## src/rtl/cb_obi_master_arbiter.sv

```systemverilog
// OBI master arbiter: round-robin sharing of one OBI master port among NMASTER
// requesters, with an in-order FIFO that routes each rvalid back to its issuer.
package cb_obi_pkg;
   typedef struct packed {
      logic        req;
      logic        we;
      logic [3:0]  be;
      logic [31:0] addr;
      logic [31:0] wdata;
   } obi_req_t;

   typedef struct packed {
      logic        gnt;
      logic        rvalid;
      logic [31:0] rdata;
   } obi_resp_t;
endpackage

module cb_obi_master_arbiter
   import cb_obi_pkg::*;
#(
   parameter int unsigned NMASTER         = 3,
   parameter int unsigned MAX_OUTSTANDING = 4
) (
   input  logic                               clk_i,
   input  logic                               rst_ni,
   input  obi_req_t                           mst_req_i  [NMASTER],
   output obi_resp_t                          mst_resp_o [NMASTER],
   output obi_req_t                           slv_req_o,
   input  obi_resp_t                          slv_resp_i,
   output logic [$clog2(MAX_OUTSTANDING):0]   outstanding_o,
   output logic                               err_o
);

   localparam int unsigned IdxW = (NMASTER > 1) ? $clog2(NMASTER) : 1;
   localparam int unsigned PtrW = $clog2(MAX_OUTSTANDING);
   localparam int unsigned CntW = PtrW + 1;

   typedef enum logic {StIdle, StLocked} state_e;

   state_e          state_q;
   logic [IdxW-1:0] lock_idx_q;
   logic [IdxW-1:0] rr_ptr_q;
   logic [IdxW-1:0] fifo_q [MAX_OUTSTANDING];
   logic [PtrW-1:0] wptr_q, rptr_q;
   logic [CntW-1:0] count_q;
   logic            err_q;

   logic [IdxW-1:0] sel;
   logic [IdxW-1:0] head;
   logic            sel_valid;
   logic            full;
   logic            req_out;
   logic            push;
   logic            pop;

   // While locked the address phase must stay on the same master until gnt.
   always_comb begin
      int unsigned cand;
      sel       = lock_idx_q;
      sel_valid = 1'b0;
      cand      = 0;
      if (state_q == StLocked) begin
         sel_valid = 1'b1;
      end else begin
         for (int unsigned i = 0; i < NMASTER; i++) begin
            cand = (32'(rr_ptr_q) + i) % NMASTER;
            if (!sel_valid && mst_req_i[cand].req) begin
               sel       = IdxW'(cand);
               sel_valid = 1'b1;
            end
         end
      end
   end

   assign full    = (count_q == CntW'(MAX_OUTSTANDING));
   // A locked master already owns the port, so the full-FIFO block is idle-only.
   assign req_out = rst_ni & sel_valid & mst_req_i[sel].req & ((state_q == StLocked) | ~full);
   assign push    = req_out & slv_resp_i.gnt;
   assign pop     = rst_ni & slv_resp_i.rvalid & (count_q != '0);
   assign head    = fifo_q[rptr_q];

   always_comb begin
      slv_req_o     = mst_req_i[sel];
      slv_req_o.req = req_out;
   end

   always_comb begin
      for (int unsigned i = 0; i < NMASTER; i++) begin
         mst_resp_o[i].gnt    = push & (sel == IdxW'(i));
         mst_resp_o[i].rvalid = pop & (head == IdxW'(i));
         mst_resp_o[i].rdata  = slv_resp_i.rdata;
      end
   end

   always_ff @(posedge clk_i or negedge rst_ni) begin
      if (!rst_ni) begin
         state_q    <= StIdle;
         lock_idx_q <= '0;
         rr_ptr_q   <= '0;
         wptr_q     <= '0;
         rptr_q     <= '0;
         count_q    <= '0;
         err_q      <= 1'b0;
         for (int unsigned i = 0; i < MAX_OUTSTANDING; i++) begin
            fifo_q[i] <= '0;
         end
      end else begin
         case (state_q)
            StIdle: begin
               if (req_out && !slv_resp_i.gnt) begin
                  state_q    <= StLocked;
                  lock_idx_q <= sel;
               end
            end
            StLocked: begin
               if (slv_resp_i.gnt) state_q <= StIdle;
            end
            default: state_q <= StIdle;
         endcase

         if (push) begin
            fifo_q[wptr_q] <= sel;
            wptr_q         <= wptr_q + PtrW'(1);
            rr_ptr_q       <= (sel == IdxW'(NMASTER - 1)) ? '0 : sel + IdxW'(1);
         end
         if (pop) rptr_q <= rptr_q + PtrW'(1);

         case ({push, pop})
            2'b10:   count_q <= count_q + CntW'(1);
            2'b01:   count_q <= count_q - CntW'(1);
            default: count_q <= count_q;
         endcase

         // Response with nothing outstanding is a protocol violation; sticky.
         if (slv_resp_i.rvalid && count_q == '0) err_q <= 1'b1;
      end
   end

   assign outstanding_o = count_q;
   assign err_o         = err_q;

endmodule

```

## config.mk

```make
export PLATFORM = sky130hd
export DESIGN_NAME = cb_obi_master_arbiter
export DESIGN_NICKNAME = d
export VERILOG_FILES = /design/src/rtl/cb_obi_master_arbiter.sv
export SDC_FILE = /design/constraint.sdc
export NUM_CORES = 1
export LEC_CHECK = 0
export ABC_AREA = 0
export CORE_AREA = 2 2 163 165
export DETAILED_ROUTE_END_ITERATION = 6
export DIE_AREA = 0 0 165 167
export GPL_TIMING_DRIVEN = 0
export SLEW_MARGIN = 5
export SYNTH_ARGS = -nofsm -noshare
export SYNTH_HDL_FRONTEND = slang
export SYNTH_SLANG_ARGS = --single-unit
export TNS_END_PERCENT = 100
```

## constraint.sdc

```tcl
create_clock -name clk_i -period 7.5 [get_ports clk_i]
set_input_delay 1.125 -clock clk_i [delete_from_list [all_inputs] [get_ports clk_i]]
set_output_delay 1.125 -clock clk_i [all_outputs]
set_load 0.005 [all_outputs]
```

# ---- Yosys cells after proc, flatten, opt, wreduce, memory -nomap -nowiden
# Index checks and enable logic that the tools add are counted.
dict set report op_classes {
  n_addsub 7
  div_mod_pow 3
  n_lt_le_gt_ge 7
  eq_ne 7
  mux 33
  n_bitwise 21
  reduce_logical 14
}
# op n
set op_table {}
lappend op_table {{70-bit binary-select mux with 2-bit select} 4}
lappend op_table {{70-bit two-way mux} 8}
lappend op_table {{33-bit by 3-bit >= comparator with 1-bit output (second input constant)} 3}
lappend op_table {{32-bit inverter with 33-bit output} 3}
lappend op_table {{32-bit by 2-bit remainder unit with 32-bit output (second input constant)} 2}
lappend op_table {{2-bit by 2-bit remainder unit with 32-bit output (second input constant)} 1}
lappend op_table {{2-bit two-way mux} 8}
lappend op_table {{1-bit bitwise AND} 12}
lappend op_table {{3-bit >= comparator (second input constant)} 3}
lappend op_table {{2-bit inverter with 3-bit output} 3}
lappend op_table {{8-bit bitwise mux} 1}
lappend op_table {{1-bit two-way mux} 8}
lappend op_table {{2-bit by 1-bit adder with 2-bit output (second input constant)} 3}
lappend op_table {{2-bit by 1-bit == test with 1-bit output (second input constant)} 3}
lappend op_table {{2-bit == test (second input constant)} 3}
lappend op_table {{3-bit one-hot mux with 2 select lines} 1}
lappend op_table {{1-bit logical AND} 5}
lappend op_table {{2-bit binary-select mux with 2-bit select} 1}
lappend op_table {{2-bit demux with 2-bit select} 1}
lappend op_table {{2-bit zero test} 2}
lappend op_table {{2-bit by 1-bit adder with 3-bit output (second input constant)} 1}
lappend op_table {{2-bit by 2-bit adder with 3-bit output (second input constant)} 1}
lappend op_table {{3-bit by 1-bit adder with 3-bit output (second input constant)} 1}
lappend op_table {{3-bit == test (second input constant)} 1}
lappend op_table {{other kinds (10)} 13}
dict set report word_totals {
  ff_bits 21
  out_inout_bits 176
  wordCells 103
}

# ---- Longest topological paths before layout
# Gate-level depths: netlist (run 1).
dict set report depth {
  ltp_word 24
  mapped_depth 17
  ltp_nobuf 15
}

# ---- Worst setup path before layout (run 1)
# Ideal clock, no wire load.
dict set report synth_timing {
  path_kind {input -> output}
  from {input mst_req_i[209] (netlist bit)}
  to {output mst_resp_o[67] (netlist bit)}
  arrival_ns 2.846
  slack_ns 3.529
  cell_stages 7
  cell_sequence {mux2_4 nor4b_1 nor2_1 a221oi_2 nor2_1 clkbuf_1 nor3b_1}
}
# element line_no
set synth_lines {}
lappend synth_lines {{start, declared} 27} ;# input obi_req_t mst_req_i [NMASTER],
lappend synth_lines {{end, declared} 28} ;# output obi_resp_t mst_resp_o [NMASTER],

==> flow_summary.json, run 1 <==
{
  "syn-instance-count": 499,
  "clock_path_buffers": 2,
  "synth.distinct_cells": 50,
  "leakage_nw": 3.38,
  "worstMarginPinSlew_ns": 1.05,
  "viasPerCell": 4.10,
  "synthTopCellsByArea": "mux2i_1 19%, buf_4 19%, dfrtp_1 13%",
  "r2r_start": "rr_ptr_q[1]",
  "rsz0062_at_grt": "false",
  "grt_max_degree": 24,
  "synth_edf_count": 0,
  "synth_area_sq_mm": 0.00390,
  "synth_seq_cells": 21,
  "slew_headroom": 0.295,
  "yosysWarnings": 0,
  "die_w_um": 165,
  "most-common-layout-cells": "389 x clkdlybuf4s50_1, 98 x buf_4, 74 x mux2i_1, 72 x nand3_1, 67 x o21ai_0",
  "powerDensity_mw_per_mm2": 371,
  "clock-sinks": 21,
  "worstPathRequired_ns": 6.38,
  "r2r_cells": 14,
  "ios": 422,
  "critical_path_class": "primary input to output pin",
  "wl_per_cell_um": 18.2,
  "min_path_cells": 1,
  "period_minus_slack_ns": 6.20,
  "cts_buffers": 3,
  "grt_first_pass_wirelength_um": 32300,
  "reg2reg_slack_ns": 3.87,
  "crit_path_end_kind": "output pin",
  "drv_slew": 0,
  "cts_root_buffer": "clkbuf_16",
  "syn-num-nets": 755,
  "status": "finished, final reports clean",
  "antenna_found_initial": 0,
  "reg2reg_to": "outstanding_o[1]",
  "synth_ff_type": "dfrtp_1",
  "vdd_ir_drop_max_mv": 0.134,
  "min_period_over_period": 0.826,
  "setup_viol": 0,
  "first_pass_iters": 5,
  "grt.total_usage": 0.155,
  "port_buffers": 389,
  "core_sq_mm": 0.0258,
  "die_h_um": 167,
  "grt_pass1_vias": 5153,
  "worst_setup_path_start_kind": "primary input",
  "synth_top_area_share": 0.190,
  "fmax_ghz": 0.161,
  "final_layout_size_suffix_gt1_frac": 0.152,
  "area_growth_pct": 113,
  "finClkSkew_ns": 0.00252,
  "fin_setup_tns_ns": 0,
  "hold_ws_ns": 0.468,
  "max_cap_viol_count": 0,
  "ant_nets": 0,
  "wl_um": 22400,
  "postCtsHoldBufs": 0,
  "rows": 59,
  "die_area_sq_mm": 0.0276,
  "hold_end": "err_o",
  "yosys.area.top_type": "mux2i_1",
  "cts_resized": 0,
  "final_common_cell": "clkdlybuf4s50_1",
  "fin_nets": 1149,
  "vias": 5030,
  "dp_cells": 1223,
  "start_util": 0.151,
  "seq_area_frac_synth": 0.135,
  "stdcell_count": 1227,
  "hpwl_um": 19400,
  "cts.clk_slew.worst_paths_ns": 0.06,
  "fillers": 2718,
  "cts_setup_buffers": 0,
  "htreeDepth": 1,
  "hold_viol_final": 0,
  "synth_area_per_cell_sq_um": 7.82,
  "grt-ovfl-total": 0,
  "diodes": 0,
  "crit_path_max_fanout": 10,
  "cp.arrival_ns": 5.07,
  "drt_iter0_markers": 172,
  "drc": 0,
  "ys_async_sr_fraction": 1.00,
  "cts_tree": "built",
  "hold_start": "err_o",
  "insertion_delay_ns": 0.25,
  "gp_congestion": 0.835,
  "hold_class": "register to register"
}
-- cell type report --
| class | count | area, sq um | share of cell area |
|---|---|---|---|
| Clock inverter | 1 | 5.00 | 0.000603 |
| Clock buffer | 3 | 75.1 | 0.00905 |
| Timing Repair Buffer | 389 | 3890 | 0.469 |
| Buffer | 133 | 897 | 0.108 |
| Inverter | 15 | 56.3 | 0.00679 |
| Tap cell | 335 | 419 | 0.0505 |
| Multi-Input combinational cell | 330 | 2420 | 0.292 |
| Sequential cell | 21 | 526 | 0.0634 |
-- power breakdown --
part / internal, mW / switching, mW
registers: 0.168 / 0.0445
logic: 1.36 / 1.39
clock network: 0.0716 / 0.0422
-- registers in the layout (all words and copies together), names as in the netlist --
| name | count |
|---|---|
| err_o | 1 |
| fifo_q | 8 |
| lock_idx_q | 2 |
| outstanding_o | 3 |
| rptr_q | 2 |
| rr_ptr_q | 2 |
| state_q | 1 |
| wptr_q | 2 |
-- kinds of logic after synthesis --
logic type / synth area share
simple gates: 0.170
fa+ha+maj: 0.0340
flops: 0.135
mux: 0.229
buf+inv: 0.244
xor+xnor: 0.0135
compound gates: 0.174
-- synthesized netlist by cell type, types with 3 or more instances --
cell and instances:
nor3b_1 3, nand3_1 72, inv_1 15, nand2_1 11
nor2_1 9, nand2b_1 3, dfrtp_1 21, and2_1 5
a22o_1 5, ha_1 9, o21ai_0 67, buf_4 98
mux2i_1 74, mux2_4 5, buf_2 12, o21ai_1 8
nor3_1 3, and3_1 4, xnor2_1 5, clkbuf_1 21
a21oi_1 6, a2bb2oi_1 4, nor2b_1 5
-- worst max-delay path by stage --
| stage | startpoint | cells past startpoint | slack [ns] | endpoint |
|---|---|---|---|---|
| after floorplan | mst_req_i[209] | 7 | 3.53 | mst_resp_o[67] |
| after global placement | mst_req_i[69] | 10 | 1.08 | slv_req_o[62] |
| after detailed placement | mst_req_i[69] | 10 | 1.03 | slv_req_o[38] |
| after CTS | mst_req_i[69] | 10 | 1.02 | slv_req_o[38] |
| after global routing | mst_req_i[69] | 10 | 0.91 | slv_req_o[38] |
| final | mst_req_i[69] | 10 | 1.30 | slv_req_o[42] |
-- per-stage QoR --
stage,setup slack (ns),instance area [sq um],power (mW),util
2_1_floorplan,3.53,3900,1.53,-
3_3_place_gp,1.08,8210,3.00,0.319
3_5_place_dp,1.03,8210,3.00,0.319
4_1_cts,1.02,8290,3.13,0.322
5_1_grt,0.908,8290,3.31,0.322
6_report,1.30,8290,3.08,0.322
-- critical path, stage by stage --
cell	delay, ns
clkdlybuf4s50_1	0.60
mux2_4	0.22
nor2_1	0.05
a32oi_2	0.42
a221oi_2	0.20
nor2_1	0.83
clkbuf_1	0.69
nand3_1	0.25
o21ai_0	0.13
clkdlybuf4s50_1	0.53
-- routing by layer --
layer | wire length (um) | vias up | track usage
met1 | 9230 | 2338 | 0.193
met3 | 1370 | 14 | 0.0281
met2 | 11400 | 210 | 0.279
met5 | 0 | - | 0
li1 | - | 2468 | -
met4 | 328 | 0 | 0.0238
No activity file was read; power rests on OpenSTA's default activity.
==> inputs of run 2 (changes only) <==
Clock period 7.5 ns to 5.28 ns, I/O delays scaled along.
==> flow_summary.json, run 2 (synthesis gave the netlist of run 1 again) <==
{
  "status": "finished, final reports clean",
  "gp_congestion": 0.835,
  "grt-ovfl-total": 0,
  "p_clk_frac": 0.037,
  "largest_reg_flops": 8,
  "critPathMaxStageDelay_ns": 0.61,
  "first_pass_iters": 5,
  "seqCellArea_sq_um": 526,
  "p_sw_mw": 2.10,
  "worst_setup_path_start_kind": "primary input",
  "cts.clk_slew.worst_paths_ns": 0.06,
  "drv_slew": 0,
  "multiInputGateArea_sq_mm": 0.00243,
  "final_layout_size_suffix_gt1_frac": 0.159,
  "grt_first_pass_wirelength_um": 32300,
  "ios": 422,
  "wl_um": 22300,
  "crit_path_max_fanout": 10,
  "die_area_sq_mm": 0.0276,
  "dp_cells": 1223,
  "max_cap_viol_count": 0,
  "drt_iter0_markers": 203,
  "p_int_mw": 2.29,
  "insertion_delay_ns": 0.25,
  "powerDensity_mw_per_mm2": 528,
  "htreeDepth": 1,
  "vias": 5016,
  "cpMostUsedCell": "clkdlybuf4s50_1",
  "cts_tree": "built",
  "finClkSkew_ns": 0.00200,
  "path_cells": "clkdlybuf4s50_1 -> mux2_4 -> nor2_1 -> a32oi_2 -> a221oi_2 -> nor2_2 -> clkbuf_1 -> nand3_1 -> o21ai_0 -> clkdlybuf4s50_1",
  "p_seq_frac": 0.069,
  "wl_per_cell_um": 18.2,
  "critical_path_class": "primary input to output pin",
  "hold_viol_final": 0,
  "grt_pass1_vias": 5153,
  "final_util": 0.322,
  "viasPerCell": 4.09,
  "clock-sinks": 21,
  "fin_nets": 1148,
  "min_period_over_period": 0.952,
  "most-common-layout-cells": "389 x clkdlybuf4s50_1, 98 x buf_4, 74 x mux2i_1, 72 x nand3_1, 67 x o21ai_0",
  "stdcell_count": 1226,
  "crit_path_end_kind": "output pin",
  "die_h_um": 167,
  "start_util": 0.151,
  "cp.arrival_ns": 4.24,
  "leakage_nw": 3.39,
  "drc": 0,
  "hpwl_um": 19400,
  "cts_root_buffer": "clkbuf_16",
  "core_sq_mm": 0.0258,
  "grt_max_degree": 24,
  "worstPathRequired_ns": 4.49,
  "top_register": "fifo_q",
  "worstMarginPinSlew_ns": 1.06,
  "ant_nets": 0,
  "vdd_ir_drop_max_mv": 0.192,
  "swShare": 0.478,
  "port_buffers": 389,
  "setup_viol": 0,
  "clock_path_buffers": 2,
  "die_w_um": 165,
  "cp_slowest_cell": "clkdlybuf4s50_1",
  "p_comb_frac": 0.894,
  "diodes": 0,
  "antenna_found_initial": 0,
  "rows": 59,
  "area_growth_pct": 113,
  "cts_buffers": 3,
  "period_minus_slack_ns": 5.03,
  "slew_headroom": 0.290,
  "final_common_cell": "clkdlybuf4s50_1",
  "grt.total_usage": 0.155,
  "rsz0062_at_grt": "false",
  "fillers": 2718,
  "fmax_ghz": 0.199,
  "hold_class": "register to register"
}
-- run 2: layout make-up --
cell class	instances	share of cell area
Timing Repair Buffer	389	0.469
Clock buffer	3	0.00904
Multi-Input combinational cell	330	0.293
Inverter	15	0.00678
Buffer	132	0.108
Clock inverter	1	0.000603
Tap cell	335	0.0505
Sequential cell	21	0.0633
-- run 2: power groups by stage --
stage                     Combinational (mW)  Clock, mW  Sequential, mW
after floorplan                         1.89          0           0.288
after global placement                  3.95          0           0.304
after detailed placement                3.96          0           0.305
after CTS                               3.98      0.166           0.303
after global routing                    4.23      0.173           0.315
final                                   3.92      0.161           0.302
-- run 2: worst paths after layout --
path	cells after the start	slack [ns]	start	to
min reg2reg	1	0.47	err_o	err_o
max	10	0.25	mst_req_i[69]	slv_req_o[15]
min in group asynchronous	1	1.12	rst_ni	lock_idx_q[0]
min	1	0.47	err_o	err_o
max reg2reg	14	1.65	rr_ptr_q[1]	outstanding_o[1]
max in group asynchronous	1	3.53	rst_ni	fifo_q[6]
-- run 2: per-stage QoR --
stage | setup TNS, ns | hold WS, ns | instance area (sq um) | power, mW | setup WS (ns)
finish | 0 | 0.470 | 8300 | 4.38 | 0.252
global route | 0 | 0.504 | 8300 | 4.72 | 0.00652
CTS | 0 | 0.472 | 8300 | 4.45 | 0.0852
detailed placement | -6.65 | 0.459 | 8210 | 4.27 | -0.527
global placement | -5.57 | 0.460 | 8210 | 4.25 | -0.478
floorplan | 0 | 0.460 | 3900 | 2.18 | 1.98
-- run 2: routing by layer --
| metal | share of wire | up-vias | track usage |
|---|---|---|---|
| met5 | 0 | - | 0 |
| met4 | 0.015 | 0 | 0.0238 |
| met3 | 0.057 | 14 | 0.0281 |
| met2 | 0.51 | 194 | 0.279 |
| met1 | 0.42 | 2344 | 0.193 |
| li1 | - | 2464 | - |
-- run 2: critical path: cells and delay by family --
family,cells,cell delay [ns]
AO/OA/AOI/OAI,3,0.80
multiplexers,1,0.23
buffers and inverters,3,1.68
AND/OR/NAND/NOR,3,0.73
-- run 2: timing repair --
item	4_1_cts	5_1_grt
hold buffers	0	0
endpoints found under the setup margin	55	12
gates cloned	0	0
gates resized for setup	3	6
pin swaps	0	0
buffers inserted	0	0
